$ cat src/rtl/timer_pkg.sv
// ---------------------------------------------------------------------------
// timer_pkg
// Shared types and constants for the countdown timer controller.
//   state_t : controller states (ENTRY, RUNNING, PAUSED, DONE)
//   mmss_t  : four BCD digits of the mm:ss cook time, minutes tens in the MSBs
//   BCD_MAX, SEC_TENS_MAX : largest digit values used when borrowing
// ---------------------------------------------------------------------------
package timer_pkg;

   typedef enum logic [1:0] {
      ENTRY   = 2'd0,
      RUNNING = 2'd1,
      PAUSED  = 2'd2,
      DONE    = 2'd3
   } state_t;

   localparam logic [3:0] BCD_MAX      = 4'd9;
   localparam logic [3:0] SEC_TENS_MAX = 4'd5;

   typedef struct packed {
      logic [3:0] minTens;
      logic [3:0] minOnes;
      logic [3:0] secTens;
      logic [3:0] secOnes;
   } mmss_t;

endpackage

$ cat src/rtl/bcd_mmss_dec.sv
// ---------------------------------------------------------------------------
// bcd_mmss_dec
// Purely combinational one-second decrement of an mm:ss BCD value.
// Ports:
//   i_value : current mm:ss digits
//   o_value : i_value minus one second (BCD, seconds wrap 00 -> 59)
//   o_zero  : high when all four digits of i_value are zero
// The 00:00 input wraps to a meaningless value; the caller never uses the
// decremented result when o_zero is set.
// ---------------------------------------------------------------------------
module bcd_mmss_dec
   import timer_pkg::*;
(
   input  mmss_t i_value,
   output mmss_t o_value,
   output logic  o_zero
);

   // Borrow chain: seconds units, seconds tens (wrapping to 5), minutes units,
   // minutes tens. A user-entered seconds tens above 5 simply counts down.
   always_comb begin
      o_value = i_value;
      o_zero  = (i_value == '0);
      if (i_value.secOnes != 4'd0) begin
         o_value.secOnes = i_value.secOnes - 4'd1;
      end else begin
         o_value.secOnes = BCD_MAX;
         if (i_value.secTens != 4'd0) begin
            o_value.secTens = i_value.secTens - 4'd1;
         end else begin
            o_value.secTens = SEC_TENS_MAX;
            if (i_value.minOnes != 4'd0) begin
               o_value.minOnes = i_value.minOnes - 4'd1;
            end else begin
               o_value.minOnes = BCD_MAX;
               o_value.minTens = i_value.minTens - 4'd1;
            end
         end
      end
   end

endmodule

$ cat src/rtl/timer_countdown_ctrl.sv
// ---------------------------------------------------------------------------
// timer_countdown_ctrl
// Receives keypad digits, builds an mm:ss BCD cook time and counts it down
// once per 1 Hz tick under start/stop/clear control.
// Ports:
//   clock, reset          : system clock, async active-high reset
//   D, loadn              : BCD digit and active-low load strobe
//   pgt_1Hz               : 1 Hz tick, counted on its rising edge
//   startn, stopn, clearn : active-low command levels
//   sec_ones..min_tens    : displayed cook-time digits
//   mag_on, done, zero    : RUNNING, DONE and all-digits-zero indications
// Optional build macro TIMER_ADD30_EN: a new start request while RUNNING
// adds 30 seconds, saturating at 99:59.
// ---------------------------------------------------------------------------
module timer_countdown_ctrl
   import timer_pkg::*;
#(
   parameter int         DONE_TICKS   = 3,
   parameter logic [3:0] MAX_MIN_TENS = 4'd9
) (
   input  logic       clock,
   input  logic       reset,
   input  logic [3:0] D,
   input  logic       loadn,
   input  logic       pgt_1Hz,
   input  logic       startn,
   input  logic       stopn,
   input  logic       clearn,
   output logic [3:0] sec_ones,
   output logic [3:0] sec_tens,
   output logic [3:0] min_ones,
   output logic [3:0] min_tens,
   output logic       mag_on,
   output logic       done,
   output logic       zero
);

   localparam int CntW = (DONE_TICKS > 1) ? $clog2(DONE_TICKS) : 1;

   state_t          r_state;
   state_t          w_nextState;
   mmss_t           r_digits;
   mmss_t           w_nextDigits;
   mmss_t           w_decDigits;
   logic            w_zero;
   logic [CntW-1:0] r_doneCnt;

   logic r_loadnQ;
   logic r_pgtQ;
   logic r_startnQ;
   logic r_stopnQ;
   logic r_clearnQ;

   logic w_loadEv;
   logic w_tickEv;
   logic w_startEv;
   logic w_stopEv;
   logic w_clearEv;
   logic w_loadOk;
   logic w_doneLast;

   // Previous-cycle copies of the strobes and command levels. They reset to
   // the inactive level so nothing fires straight out of reset. Commands are
   // taken on their asserting edge, so a level held low acts only once.
   always_ff @(posedge clock or posedge reset) begin
      if (reset) begin
         r_loadnQ  <= 1'b1;
         r_pgtQ    <= 1'b1;
         r_startnQ <= 1'b1;
         r_stopnQ  <= 1'b1;
         r_clearnQ <= 1'b1;
      end else begin
         r_loadnQ  <= loadn;
         r_pgtQ    <= pgt_1Hz;
         r_startnQ <= startn;
         r_stopnQ  <= stopn;
         r_clearnQ <= clearn;
      end
   end

   assign w_loadEv   = r_loadnQ & ~loadn;
   assign w_tickEv   = ~r_pgtQ & pgt_1Hz;
   assign w_startEv  = r_startnQ & ~startn;
   assign w_stopEv   = r_stopnQ & ~stopn;
   assign w_clearEv  = r_clearnQ & ~clearn;
   assign w_loadOk   = (D <= BCD_MAX) && (r_digits.minOnes <= MAX_MIN_TENS);
   assign w_doneLast = (r_doneCnt == CntW'(DONE_TICKS - 1));

   bcd_mmss_dec uDec (
      .i_value (r_digits),
      .o_value (w_decDigits),
      .o_zero  (w_zero)
   );

`ifdef TIMER_ADD30_EN
   mmss_t      w_add30;
   logic [3:0] w_secTensSum;

   // Add 30 s: bump seconds tens by 3 and carry a minute once it passes 5.
   // Carrying out of 99 minutes clamps the whole value to 99:59.
   always_comb begin
      w_add30      = r_digits;
      w_secTensSum = r_digits.secTens + 4'd3;
      if (w_secTensSum > SEC_TENS_MAX) begin
         if ((r_digits.minTens == BCD_MAX) && (r_digits.minOnes == BCD_MAX)) begin
            w_add30.secTens = SEC_TENS_MAX;
            w_add30.secOnes = BCD_MAX;
         end else begin
            w_add30.secTens = w_secTensSum - 4'd6;
            if (r_digits.minOnes == BCD_MAX) begin
               w_add30.minOnes = 4'd0;
               w_add30.minTens = r_digits.minTens + 4'd1;
            end else begin
               w_add30.minOnes = r_digits.minOnes + 4'd1;
            end
         end
      end else begin
         w_add30.secTens = w_secTensSum;
      end
   end
`endif

   // State register.
   always_ff @(posedge clock or posedge reset) begin
      if (reset) begin
         r_state <= ENTRY;
      end else begin
         r_state <= w_nextState;
      end
   end

   // Next-state logic. Each branch tests events in priority order
   // clear > stop > start > tick > load. A running count that has reached
   // 00:00 moves to DONE on the following cycle.
   always_comb begin
      w_nextState = r_state;
      case (r_state)
         ENTRY: begin
            if (!w_clearEv && !w_stopEv && w_startEv && !w_zero) begin
               w_nextState = RUNNING;
            end
         end
         RUNNING: begin
            if (w_clearEv) begin
               w_nextState = ENTRY;
            end else if (w_stopEv) begin
               w_nextState = PAUSED;
`ifdef TIMER_ADD30_EN
            end else if (w_startEv) begin
               w_nextState = RUNNING;
`endif
            end else if (w_zero) begin
               w_nextState = DONE;
            end
         end
         PAUSED: begin
            if (w_clearEv || w_stopEv) begin
               w_nextState = ENTRY;
            end else if (w_startEv) begin
               w_nextState = RUNNING;
            end
         end
         DONE: begin
            if (w_clearEv || w_stopEv || (w_tickEv && w_doneLast)) begin
               w_nextState = ENTRY;
            end
         end
         default: w_nextState = ENTRY;
      endcase
   end

   // Output logic decoded from the current state only.
   always_comb begin
      mag_on = 1'b0;
      done   = 1'b0;
      case (r_state)
         RUNNING: mag_on = 1'b1;
         DONE:    done   = 1'b1;
         default: ;
      endcase
   end

   // Digit datapath, using the same priority order as the state logic.
   // Entry shifts a valid digit in from the right; running decrements on a
   // tick; leaving through clear or a stop from PAUSED zeroes the display.
   always_comb begin
      w_nextDigits = r_digits;
      case (r_state)
         ENTRY: begin
            if (w_clearEv) begin
               w_nextDigits = '0;
            end else if (!w_stopEv && !w_startEv && w_loadEv && w_loadOk) begin
               w_nextDigits = '{minTens: r_digits.minOnes,
                                minOnes: r_digits.secTens,
                                secTens: r_digits.secOnes,
                                secOnes: D};
            end
         end
         RUNNING: begin
            if (w_clearEv) begin
               w_nextDigits = '0;
            end else if (w_stopEv) begin
               w_nextDigits = r_digits;
`ifdef TIMER_ADD30_EN
            end else if (w_startEv) begin
               w_nextDigits = w_add30;
`endif
            end else if (w_tickEv && !w_zero) begin
               w_nextDigits = w_decDigits;
            end
         end
         PAUSED: begin
            if (w_clearEv || w_stopEv) begin
               w_nextDigits = '0;
            end
         end
         DONE:    w_nextDigits = '0;
         default: w_nextDigits = '0;
      endcase
   end

   // Digit register.
   always_ff @(posedge clock or posedge reset) begin
      if (reset) begin
         r_digits <= '0;
      end else begin
         r_digits <= w_nextDigits;
      end
   end

   // Counts ticks spent in DONE; cleared whenever DONE is left or not active.
   always_ff @(posedge clock or posedge reset) begin
      if (reset) begin
         r_doneCnt <= '0;
      end else if (r_state != DONE || w_nextState != DONE) begin
         r_doneCnt <= '0;
      end else if (w_tickEv) begin
         r_doneCnt <= r_doneCnt + CntW'(1);
      end
   end

   assign sec_ones = r_digits.secOnes;
   assign sec_tens = r_digits.secTens;
   assign min_ones = r_digits.minOnes;
   assign min_tens = r_digits.minTens;
   assign zero     = w_zero;

endmodule
$ cat config.mk
export PLATFORM = sky130hd
export DESIGN_NAME = timer_countdown_ctrl
export DESIGN_NICKNAME = d
export VERILOG_FILES = /design/src/rtl/timer_pkg.sv /design/src/rtl/bcd_mmss_dec.sv /design/src/rtl/timer_countdown_ctrl.sv
export SDC_FILE = /design/constraint.sdc
export NUM_CORES = 1
export LEC_CHECK = 0
export CORE_UTILIZATION = 56
export DETAILED_ROUTE_END_ITERATION = 10
export GPL_TIMING_DRIVEN = 1
export PLACE_DENSITY = 0.87
export SYNTH_ARGS = -nofsm -noshare
export SYNTH_HDL_FRONTEND = slang
export SYNTH_SLANG_ARGS = --single-unit
$ cat constraint.sdc
create_clock -name clock -period 5.15 [get_ports clock]
set_clock_uncertainty 0.2 [all_clocks]
set_input_delay 0.515 -clock clock [delete_from_list [all_inputs] [get_ports clock]]
set_output_delay 0.515 -clock clock [all_outputs]
set_load 0.05 [all_outputs]
### Word-level counts from Yosys, hierarchy flattened

Index checks and enable logic that the tools add are counted.

* logic and storage cells: 92
* output and inout bits: 19
* input bits: 11
* flip-flop bits (word level): 25

* bitwise operators: 10
* reduce and logical (&&, ||, !) cells: 26
* muxes and demuxes: 25
* eq/ne operators: 13
* add/sub/neg operators: 5
* order comparisons: 2

Operators by type and width (number)
* two-way mux 16 bit: 6
* one-hot mux 16 bit (4 select lines): 1
* two-way mux 2 bit: 9
* != test 3 bit (second input constant): 6
* logical NOT 16 bit: 1
* two-way mux 4 bit: 4
* subtractor 4 x 1 -> 4 bit (second input constant): 4
* two-way mux 12 bit: 1
* nonzero test 4 bit: 3
* logical AND 1 bit: 9
* less-or-equal comparator 4 bit (second input constant): 2
* two-way mux 8 bit: 1
* one-hot mux 2 bit (4 select lines): 1
* AND reduction 7 bit: 1
* == test 2 bit (second input constant): 3
* != test 2 bit (second input constant): 3
* AND reduction 6 bit: 1
* bitwise AND 1 bit: 5
* inverter 1 bit: 5
* AND reduction 5 bit: 1
* logical NOT 1 bit: 4
* AND reduction 4 bit: 1
* logical OR 1 bit: 3
* adder 2 x 1 -> 2 bit (second input constant): 1
* 4 further kinds: 5

### Logic depth before layout (Yosys ltp)

Gate-level depths: netlist (run 1).

* depth in word-level cells: 11
* mapped depth: 7
* gate-level depth less buffers: 7

### By module

From an unflattened synthesis (run 1), not the netlist that was laid out.

* cell total of the unflattened synthesis: 176
* area total of the unflattened synthesis: 1655.3 um^2

Modules (own cells, without submodules)
* timer_countdown_ctrl: area each 1297.5 um^2, times used 1, sequential area each 631.9 um^2, cells each 131
* bcd_mmss_dec: area each 357.8 um^2, times used 1, sequential area each 0.0 um^2, cells each 45

### Least setup slack after synthesis (run 1)

Ideal clock, no wire load.

* path type: flip-flop to output port
* start point: reg r_digits, in the netlist min_ones[0]
* end point: out zero
* buffers on the path: 0
* required time: 4.435 ns
* stages on the path, launching flop included: 6
* path slack: 2.592 ns
* arrival time: 1.843 ns
* path through: dfrtp_1 -> inv_1 -> ha_1 -> nor3b_2 -> nand4_2 -> inv_1

* longest elaborated chain between the ends: 1

Ends and longest elaborated chain
* start, declared: line timer_countdown_ctrl.sv:42 `mmss_t r_digits;`
* start signal, assigned: line timer_countdown_ctrl.sv:227 `r_digits <= w_nextDigits;`
* logical NOT 16 bit: line bcd_mmss_dec.sv:23 `o_zero = (i_value == '0);`
* end, declared: line timer_countdown_ctrl.sv:35 `output logic zero`

No other way between the ends.

### Worst setup path in the final report (run 1)

* start point: reg r_digits, in the netlist min_ones[1]
* end point: out zero

The elaborated chain is that of the path after synthesis.

==> results_dict.tcl, run 1 <==
set metrics [dict create \
    status "finished clean" \
    synthMuxAreaShare 0.0876 \
    crit_fanout 7 \
    antenna_found_initial 0 \
    worst-path-buf-inv 3 \
    ctsHoldBuffers 0 \
    ant_nets 0 \
    synth_warnings 0 \
    drive_gt1_frac 0.149 \
    drt_first_iter_violations 41 \
    met2_usage 0.415 \
    ys_seq_area_frac 0.391 \
    clkTransAtPathRegs_ns 0.15 \
    r2r_slack_ns 2.69 \
    die_x_um 55.7 \
    dieArea_um2 3100 \
    critPathLaunch "min_ones[1]" \
    clk-insertion-delay-late_ns 0.31 \
    grt_pass1_vias 1315 \
    synth_top_family_by_area "compound AO/OA/AOI/OAI gates" \
    htree_levels 1 \
    fin_nets 213 \
    synth_cell_type_count 47 \
    dr_total_vias 1354 \
    timing.final.ws_setup_ns 1.68 \
    globalRouteOverflowTotal 0 \
    cts_root_buffer "clkbuf_4" \
    netlist_area_um2 1610 \
    arrival_ns 2.75 \
    post_cts_buffers 0 \
    ys_ff_latch 25 \
    cts-resized-gates 0 \
    path_cells "inv_1, ha_1, nor3b_2, nand4_2, inv_1, clkdlybuf4s50_1" \
    grt_pass1_wl_mm 5.95 \
    initial_core_util 0.590 \
    synth_compound_area_frac 0.204 \
    worstHoldEndpoint "r_doneCnt[0]" \
    grt_max_degree 26 \
    syn2layout_area_growth_pct 21.2 \
    regToRegEndpoint "min_tens[2]" \
    fin_tns_setup_ns 0 \
    synth_xor_area_frac 0.0163 \
    path_common_cell "inv_1" \
    maxSlewViolCount 0 \
    synth_cells 164 \
    crit_path_top_delay_cell "clkdlybuf4s50_1" \
    yosysTopAreaCell "dfrtp_1" \
    core_um2 2730 \
    layout.cells.most_common "clkdlybuf4s50_1" \
    relSlewSlack 0.338 \
    rows 19 \
    use_met3 0.0302 \
    regToRegStartpoint "sec_tens[0]" \
    hold_depth 2 \
    vdd_ir_drop_max_mv 0.453 \
    wl_per_cell_um 15.5 \
    setup_violations 0 \
    rsz0062_at_grt "no" \
    synth.area.top_cells "dfrtp_1, dfstp_2, ha_1" \
    fin_crit_ns 3.47 \
    cts_tree "done" \
    drc 0 \
    drv_cap 0 \
    max_freq_ghz 0.288 \
    fin_crit_sh 0.673 \
    critPathMaxStageDelay_ns 0.81 \
    synthAdderAreaFrac 0.0543 \
    tightestPinTransition_ns 0.988 \
    hp-class "reg2reg" \
    reg2reg_depth 7 \
    p_leak_nw 0.822 \
    fillerInstances 197 \
    layout_common_cells "clkdlybuf4s50_1, dfrtp_1, nand2_1" \
    die_h_um 55.7 \
    dr.pass1.iters 5 \
    dp_slack_ns 2.08 \
    dp.final_hpwl_mm 2.65 \
    grtUsageTotal 0.242 \
    cts-buffers-inserted 3 \
    synth_area_per_cell_um2 9.84 \
    critical_path_class "reg2out" \
    synth_nets 182 \
    powerDensity_nw_per_um2 630 \
    finalHoldViolCount 0 \
    critPathLaunchType "flip-flop" \
    crit_required_ns 4.43 \
    port_buffers 29 \
    finalWeightedCongestion 0.836 \
    cts_sinks 25 \
    endpoint_kind "primary output" \
    ios 30 \
    synth_top_area_share 0.310 \
    min_from "r_doneCnt[0]" \
    avgViaCountPerCell 6.02 \
    critical_path.top_delay_family "buffers and inverters" \
    use_met1 0.316 \
    num_antenna_cells 0 \
    synthSimpleGateAreaFrac 0.203 \
    drt-total-wl_mm 3.49 \
    clk_path_buf_depth 2 \
    busiest_layer "met2" \
]
## sequential cells by signal, summed over array words and instances, names as in the netlist
| register | flops |
|---|---|
| r_state | 2 |
| sec_tens | 4 |
| r_loadnQ | 1 |
| min_ones | 4 |
| r_pgtQ | 1 |
| sec_ones | 4 |
| r_startnQ | 1 |
| r_doneCnt | 2 |
| r_stopnQ | 1 |
| min_tens | 4 |
| r_clearnQ | 1 |
## layer usage
| metal | part of all wire | up-vias | wire length [µm] |
|---|---|---|---|
| met4 | 0.017 | 0 | 59 |
| met5 | 0 | - | 0 |
| met1 | 0.45 | 654 | 1570 |
| met3 | 0.036 | 6 | 125 |
| met2 | 0.50 | 40 | 1730 |
| li1 | - | 654 | - |
## cell usage after synthesis (all sizes together)
| cell | number |
|---|---|
| clkbuf | 1 |
| nor2b | 5 |
| o21ai | 9 |
| xnor2 | 3 |
| a2bb2oi | 2 |
| or3 | 1 |
| nand2 | 18 |
| inv | 15 |
| a22o | 3 |
| o31ai | 5 |
| nor3b | 5 |
| a32oi | 2 |
| o211ai | 1 |
| dfrtp | 20 |
| nor2 | 6 |
| mux2i | 7 |
| o41ai | 1 |
| buf | 2 |
| a22oi | 4 |
| a31oi | 2 |
| nand3 | 1 |
| o32ai | 1 |
| o2111ai | 1 |
| and2 | 2 |
| a21o | 1 |
| o21ba | 1 |
| or3b | 1 |
| nor3 | 6 |
| nand2b | 5 |
| nand4 | 3 |
| ha | 7 |
| a21oi | 10 |
| mux2 | 6 |
| o311ai | 1 |
| dfstp | 5 |
| a211oi | 1 |
## worst max-delay path by stage
stage	cells after the start	to
finish	6	zero
global route	6	zero
CTS	6	zero
detailed placement	6	zero
global placement	6	zero
floorplan	5	zero
## worst min-delay path: stages (launching register included)
cell	delay [ns]
dfrtp_1	0.41
nand2_1	0.06
a21oi_1	0.05
## cell type report
| type | count | area (µm²) | share of cell area |
|---|---|---|---|
| Clock buffer | 3 | 22.5 | 0.0115 |
| Clock inverter | 1 | 5.00 | 0.00256 |
| Inverter | 15 | 56.3 | 0.0288 |
| Multi-Input combinational cell | 121 | 912 | 0.466 |
| Sequential cell | 25 | 632 | 0.323 |
| Tap cell | 31 | 38.8 | 0.0198 |
| Timing Repair Buffer | 29 | 290 | 0.148 |
## stage by stage
stage                     hold slack [ns]  cell area, µm²  power, mW  std cells  utilization
after global placement              0.302            1930       1.12        221        0.706
after floorplan                     0.284            1610      0.925        164            -
after global routing                0.361            1960       1.31        225        0.716
after CTS                           0.341            1960       1.23        225        0.716
after detailed placement            0.322            1930       1.14        221        0.706
final                               0.340            1960       1.23        225        0.716
## cells by family after synthesis
kind of cell	count (synthesis)
xor+xnor	3
mux	13
compound gates	45
fa+ha+maj	7
buf+inv	18
simple gates	53
flops	25
## power by group
| group | leakage [nW] | switching [mW] | internal (mW) |
|---|---|---|---|
| clock network | 0.0177 | 0.0602 | 0.0290 |
| registers | 0.314 | 0.0919 | 0.258 |
| logic | 0.490 | 0.482 | 0.312 |
| total | 0.822 | 0.634 | 0.599 |
Note: power is estimated with default switching activity, not from simulation.
==> run 2: changes to the inputs <==
CORE_UTILIZATION = 47   (was 56)
PLACE_DENSITY = 0.78   (was 0.87)
clock period = 2.91 ns   (was 5.15 ns; I/O delays follow)
==> run 2 against run 1 <==
Compared with the run above:
- critical path type unchanged
- via count is 0.52% lower
- sequential power is 75% higher
- first-iteration DRC count is 68% higher
- final cell count is 6.7% higher
- sequential share of layout area is 0.45 points lower
- non-clock buffer count is 2 higher
- register-to-register slack worse by 2.2 ns
- sequential cell count stayed put
- final area is 1.4% higher
- total power is 76% higher
- die area is 18% higher
- core utilization is 8.6 points lower
==> results_dict.tcl, run 2 (same netlist as run 1, synthesis figures left out) <==
set metrics [dict create \
    crit_required_ns 2.42 \
    initial_core_util 0.512 \
    grtUsageTotal 0.217 \
    p_clk_frac 0.069 \
    drt_first_iter_violations 69 \
    seqPwrFrac 0.282 \
    grt_pass1_vias 1358 \
    grt_pass1_wl_mm 5.99 \
    layout.cells.most_common "clkdlybuf4s50_1" \
    clkTransAtPathRegs_ns 0.13 \
    die_x_um 60.6 \
    htree_levels 1 \
    grt_max_degree 26 \
    maxSlewViolCount 0 \
    cts-resized-gates 0 \
    globalRouteOverflowTotal 0 \
    clk_path_buf_depth 2 \
    post_cts_buffers 0 \
    cts_tree "done" \
    internal_power_mw 1.07 \
    endpoint_kind "primary output" \
    max_freq_ghz 0.384 \
    avgViaCountPerCell 5.61 \
    relSlewSlack 0.366 \
    ctsHoldBuffers 0 \
    crit_fanout 7 \
    fin_util 0.629 \
    drc 0 \
    p_leak_nw 0.831 \
    setup_violations 0 \
    vdd_ir_drop_max_mv 0.381 \
    rsz0062_at_grt "no" \
    path_cells "inv_1, ha_1, nor3b_2, nand4_2, inv_1, buf_4" \
    rows 20 \
    critPathLaunchType "flip-flop" \
    cts-buffers-inserted 3 \
    critPathMaxStageDelay_ns 0.44 \
    arrival_ns 2.11 \
    pwr-share-comb 0.649 \
    finalWeightedCongestion 0.861 \
    powerDensity_nw_per_um2 1090 \
    clk-insertion-delay-late_ns 0.31 \
    num_antenna_cells 0 \
    fin_tns_setup_ns 0 \
    drt-total-wl_mm 3.42 \
    fin_crit_sh 0.895 \
    tightestPinTransition_ns 0.950 \
    hp-class "in2reg" \
    critical_path_class "reg2out" \
    layout_common_cells "clkdlybuf4s50_1, dfrtp_1, nand2_1" \
    dieArea_um2 3670 \
    dr_total_vias 1347 \
    wl_per_cell_um 14.2 \
    ant_nets 0 \
    crit_path_top_delay_cell "dfrtp_1" \
    status "finished clean" \
    drv_cap 0 \
    syn2layout_area_growth_pct 22.9 \
    core_um2 3150 \
    p_sw_frac 0.507 \
    antenna_found_initial 0 \
    finalHoldViolCount 0 \
    cts_sinks 25 \
    cts_root_buffer "clkbuf_4" \
    power_mw 2.17 \
    dr.pass1.iters 4 \
    die_h_um 60.6 \
    path_common_cell "inv_1" \
    fin_nets 215 \
    port_buffers 29 \
    dp.final_hpwl_mm 2.62 \
    fin_crit_ns 2.60 \
    power.switching_mw 1.10 \
    drive_gt1_frac 0.158 \
    ios 30 \
]
## run 2: critical path: cells and delay by family, from the launching register on
kind	cells	cell delay, ns
adder cells (fa/ha/maj)	1	0.19
buffers and inverters	3	0.52
flip-flops	1	0.44
AND/OR/NAND/NOR	2	0.65
## run 2: cell type report
cell class                      instances  area, µm²
Clock buffer                            4       26.3
Fill cell                             288       1170
Inverter                               15       56.3
Multi-Input combinational cell        121        912
Sequential cell                        25        632
Tap cell                               44       55.1
Timing Repair Buffer                   31        303
## run 2: power groups by stage
stage | Combinational (mW) | Clock [mW] | Sequential (mW)
floorplan | 0.724 | 0 | 0.913
global placement | 1.39 | 0 | 0.611
detailed placement | 1.41 | 0 | 0.618
CTS | 1.41 | 0.161 | 0.610
global route | 1.52 | 0.174 | 0.633
finish | 1.41 | 0.151 | 0.611
## run 2: worst paths after layout
kind,from,to,slack [ns],cells past startpoint
max,min_ones[1],zero,0.31,6
min,clearn,r_clearnQ,0.19,1
max reg2reg,sec_tens[0],min_tens[2],0.45,7
min reg2reg,r_doneCnt[0],r_doneCnt[0],0.33,2
max in group asynchronous,reset,r_stopnQ,1.57,3
min in group asynchronous,reset,min_tens[3],0.28,2
## run 2: metrics by stage
step                worst slack, ns  instance area [µm²]  std cells  hold WS (ns)
floorplan                     0.417                 1610        164        0.0955
global placement              0.470                 1960        236         0.302
detailed placement            0.419                 1960        236         0.314
CTS                           0.308                 1980        240         0.180
global route                  0.118                 1980        240         0.173
finish                        0.306                 1980        240         0.191
## run 2: metal layers
layer | share of wire | GRT usage | vias to the layer above
li1 | - | - | 658
met1 | 0.46 | 0.287 | 658
met2 | 0.49 | 0.363 | 25
met3 | 0.030 | 0.0299 | 6
met4 | 0.014 | 0.0844 | 0
met5 | 0 | 0 | -
==> run 3: changes to the inputs <==
GPL_ROUTABILITY_DRIVEN = 0   (was not set)
==> results of run 3 <==
The final DEF is identical to that of run 2; final timing and power are the same.
==> edit (config.mk and constraints of run 2) <==
Register the outputs `sec_ones`, `sec_tens`, `min_ones`, `min_tens` and `zero`, with the module's reset; this adds one clock of latency there. The other outputs are not delayed to match.
--- a/src/rtl/timer_countdown_ctrl.sv
+++ b/src/rtl/timer_countdown_ctrl.sv
@@ -239,10 +239,20 @@
       end
    end
 
-   assign sec_ones = r_digits.secOnes;
-   assign sec_tens = r_digits.secTens;
-   assign min_ones = r_digits.minOnes;
-   assign min_tens = r_digits.minTens;
-   assign zero     = w_zero;
+   always_ff @(posedge clock or posedge reset) begin
+      if (reset) begin
+         sec_ones <= '0;
+         sec_tens <= '0;
+         min_ones <= '0;
+         min_tens <= '0;
+         zero     <= '0;
+      end else begin
+         sec_ones <= r_digits.secOnes;
+         sec_tens <= r_digits.secTens;
+         min_ones <= r_digits.minOnes;
+         min_tens <= r_digits.minTens;
+         zero     <= w_zero;
+      end
+   end
 
 endmodule
Formal check against the unedited RTL: not equivalent (Yosys sat finds a counterexample within 4 cycles, from zero or initial values and one cycle with reset high).
==> edit against run 2 <==
  * Combinational power decreased by 14%
  * Critical path type is now reg -> reg
  * Synthesized area is 26% higher
  * Total power increased by 18%
  * Count of clock-buffer cells in the layout increased by 3
  * Largest cell class is now registers
  * Core utilization down 1.9 points
  * Cell area rose by 25%
  * Synthesized cell count is 11% higher
  * Sequential share of layout area increased by 11 points
  * Non-clock buffer count up 3
  * Cell count rose by 12%
  * Sequential cell count increased by 17
  * Setup slack got worse by 0.079 ns
  * Routed wire length is 12% higher
==> edit: results (changes against run 2) <==
| Metric | Value |
|---|---|
| Status | `finished, final reports clean` |
| Nets | `236 (+9.8%)` |
| Worst hold margin | `0.202 ns (+0.0105 ns)` |
| Fillers | `351 (+22%)` |
| GRT Util Overall | `0.197 (-0.0206)` |
| Hold depth | `0 (-1)` |
| Root Buffer | `clkbuf_8` |
| Clock Pin Slew Worst Setup and Hold Paths | `0.07 ns (-0.06 ns)` |
| Synth Area in XOR/XNOR | `0 (-0.0163)` |
| Inserted Clock Buffers | `5 (+2)` |
| Post_cts resized | `0 (unchanged)` |
| Peak VDD IR | `0.458 mV (+20%)` |
| Buffers on Ports | `29 (unchanged)` |
| Leakage | `1.09 nW (+31%)` |
| Adder-Cell Fraction of Synth Area | `0.0432 (-0.0111)` |
| WL per Instance | `14.2 um (-0.18%)` |
| CP max FO | `5 (-2)` |
| H-tree levels | `2 (+1)` |
| Reg2reg end | `r_digits[3]` |
| Avg Synthesized Cell Area | `11.1 sq um (+13%)` |
| Drt pass-1 iters | `4 (unchanged)` |
| Post-synth top flop | `dfrtp_1` |
| Syn Nets | `200 (+9.9%)` |
| Pin count of the biggest net entering global routing | `43 (+65%)` |
| R2R cell count | `7 (unchanged)` |
| Hold wc startpoint | `r_digits[9]` |
| Post-synth top cells | `dfrtp_1 (37), a21oi_1 (13), inv_1 (13)` |
| CP max stage cell | `or3b_2` |
| Reg2reg start | `r_digits[4]` |
| Delay of the slowest critical-path stage | `0.52 ns (+0.08 ns)` |
| Max FFs per register | `16` |
| Pre-CTS setup slack | `0.236 ns (-0.183 ns)` |
| Top delay family on crit path | `simple AND/OR/NAND/NOR gates` |
| P_int | `1.46 mW (+36%)` |
| Worst reg-to-reg setup slack | `0.23 ns (-0.22 ns)` |
| Slew HR | `0.644 (+0.278)` |
| Clk buf depth | `2 (unchanged)` |
| Compound-gate portion of the synthesized area | `0.195 (-0.00881)` |
| DR iter-0 viols | `105 (+52%)` |
| Vias per cell | `5.58 (-0.65%)` |
| Post-synthesis sequential area ratio | `0.522 (+0.130)` |
| Ratio of cells with drive above 1 in the final layout | `0.137 (-0.0212)` |
| Vias in the first global route | `1,422 (+4.7%)` |
| Worst hold endpoint | `min_ones[1]` |
| Mux share of post-synthesis cell area | `0.0531 (-0.0345)` |
| First-pass GRT wire length | `6.49 mm (+8.3%)` |
| Placed cell areas | `2390 sq um (+22%)` |
| GP Congestion | `0.824 (-4.3%)` |
| Antenna-violating nets left | `0 (unchanged)` |
| Synth area leaders | `dfrtp_1 (46%), dfstp_2 (6.5%), ha_1 (4.3%), mux2i_1 (3.5%), a21oi_1 (3.2%)` |
| Dpl hpwl | `2.76 mm (+5.4%)` |
| Initial antenna violation count | `0 (unchanged)` |
| WL final | `3.82 mm (+12%)` |
| WP data arrival | `2.67 ns (+0.56 ns)` |
| Placed cells | `261 (+11%)` |
| Hold Crit Class | `reg -> reg` |
| Ys Warns | `0 (unchanged)` |
edit: area by class of cell:
cell class	count	share of cell area
multi-input combinational	122	0.359
clock inverter	1	0.00202
inverter	13	0.0197
tap	50	0.0252
sequential	42	0.427
clock buffer	7	0.0348
timing repair buffer	34	0.132
edit: power groups by stage:
stage	clock network (mW)	logic [mW]	registers, mW
after floorplan	0	0.562	1.27
after global placement	0	1.20	0.972
after detailed placement	0	1.21	0.977
after CTS	0.390	1.22	0.964
after global routing	0.414	1.31	0.995
final	0.377	1.21	0.963
edit: logic make-up (layout without fill, tap and decap cells):
group / Yosys count / after routing
adders and majority gates: 7 / 7
and+or+nand+nor: 51 / 51
buffers and inverters: 18 / 55
muxes: 10 / 10
DFF: 42 / 42
AOI/OAI and AO/OA: 54 / 54
edit: metal layers:
metal | part of all wire | up-vias | GRT usage
li1 | - | 743 | -
met1 | 0.48 | 719 | 0.243
met2 | 0.46 | 32 | 0.313
met3 | 0.040 | 6 | 0.0557
met4 | 0.017 | 0 | 0.0957
met5 | 0 | - | 0
edit: metrics by stage:
step                utilization  power (mW)
finish                    0.611        2.55
global route              0.611        2.72
CTS                       0.611        2.57
detailed placement        0.588        2.19
global placement          0.588        2.17
floorplan                     -        1.83
edit: how the worst max path moves through the flow:
stage / from / endpoint / slack [ns] / depth (start not counted)
5_1_grt: r_digits[0] / r_digits[3] / 0.14 / 7
4_1_cts: r_digits[4] / r_digits[3] / 0.22 / 7
3_5_place_dp: r_digits[4] / r_digits[3] / 0.24 / 7
6_report: r_digits[4] / r_digits[3] / 0.23 / 7
3_3_place_gp: r_digits[0] / r_digits[3] / 0.27 / 7
2_1_floorplan: r_digits[0] / r_digits[3] / 0.42 / 7
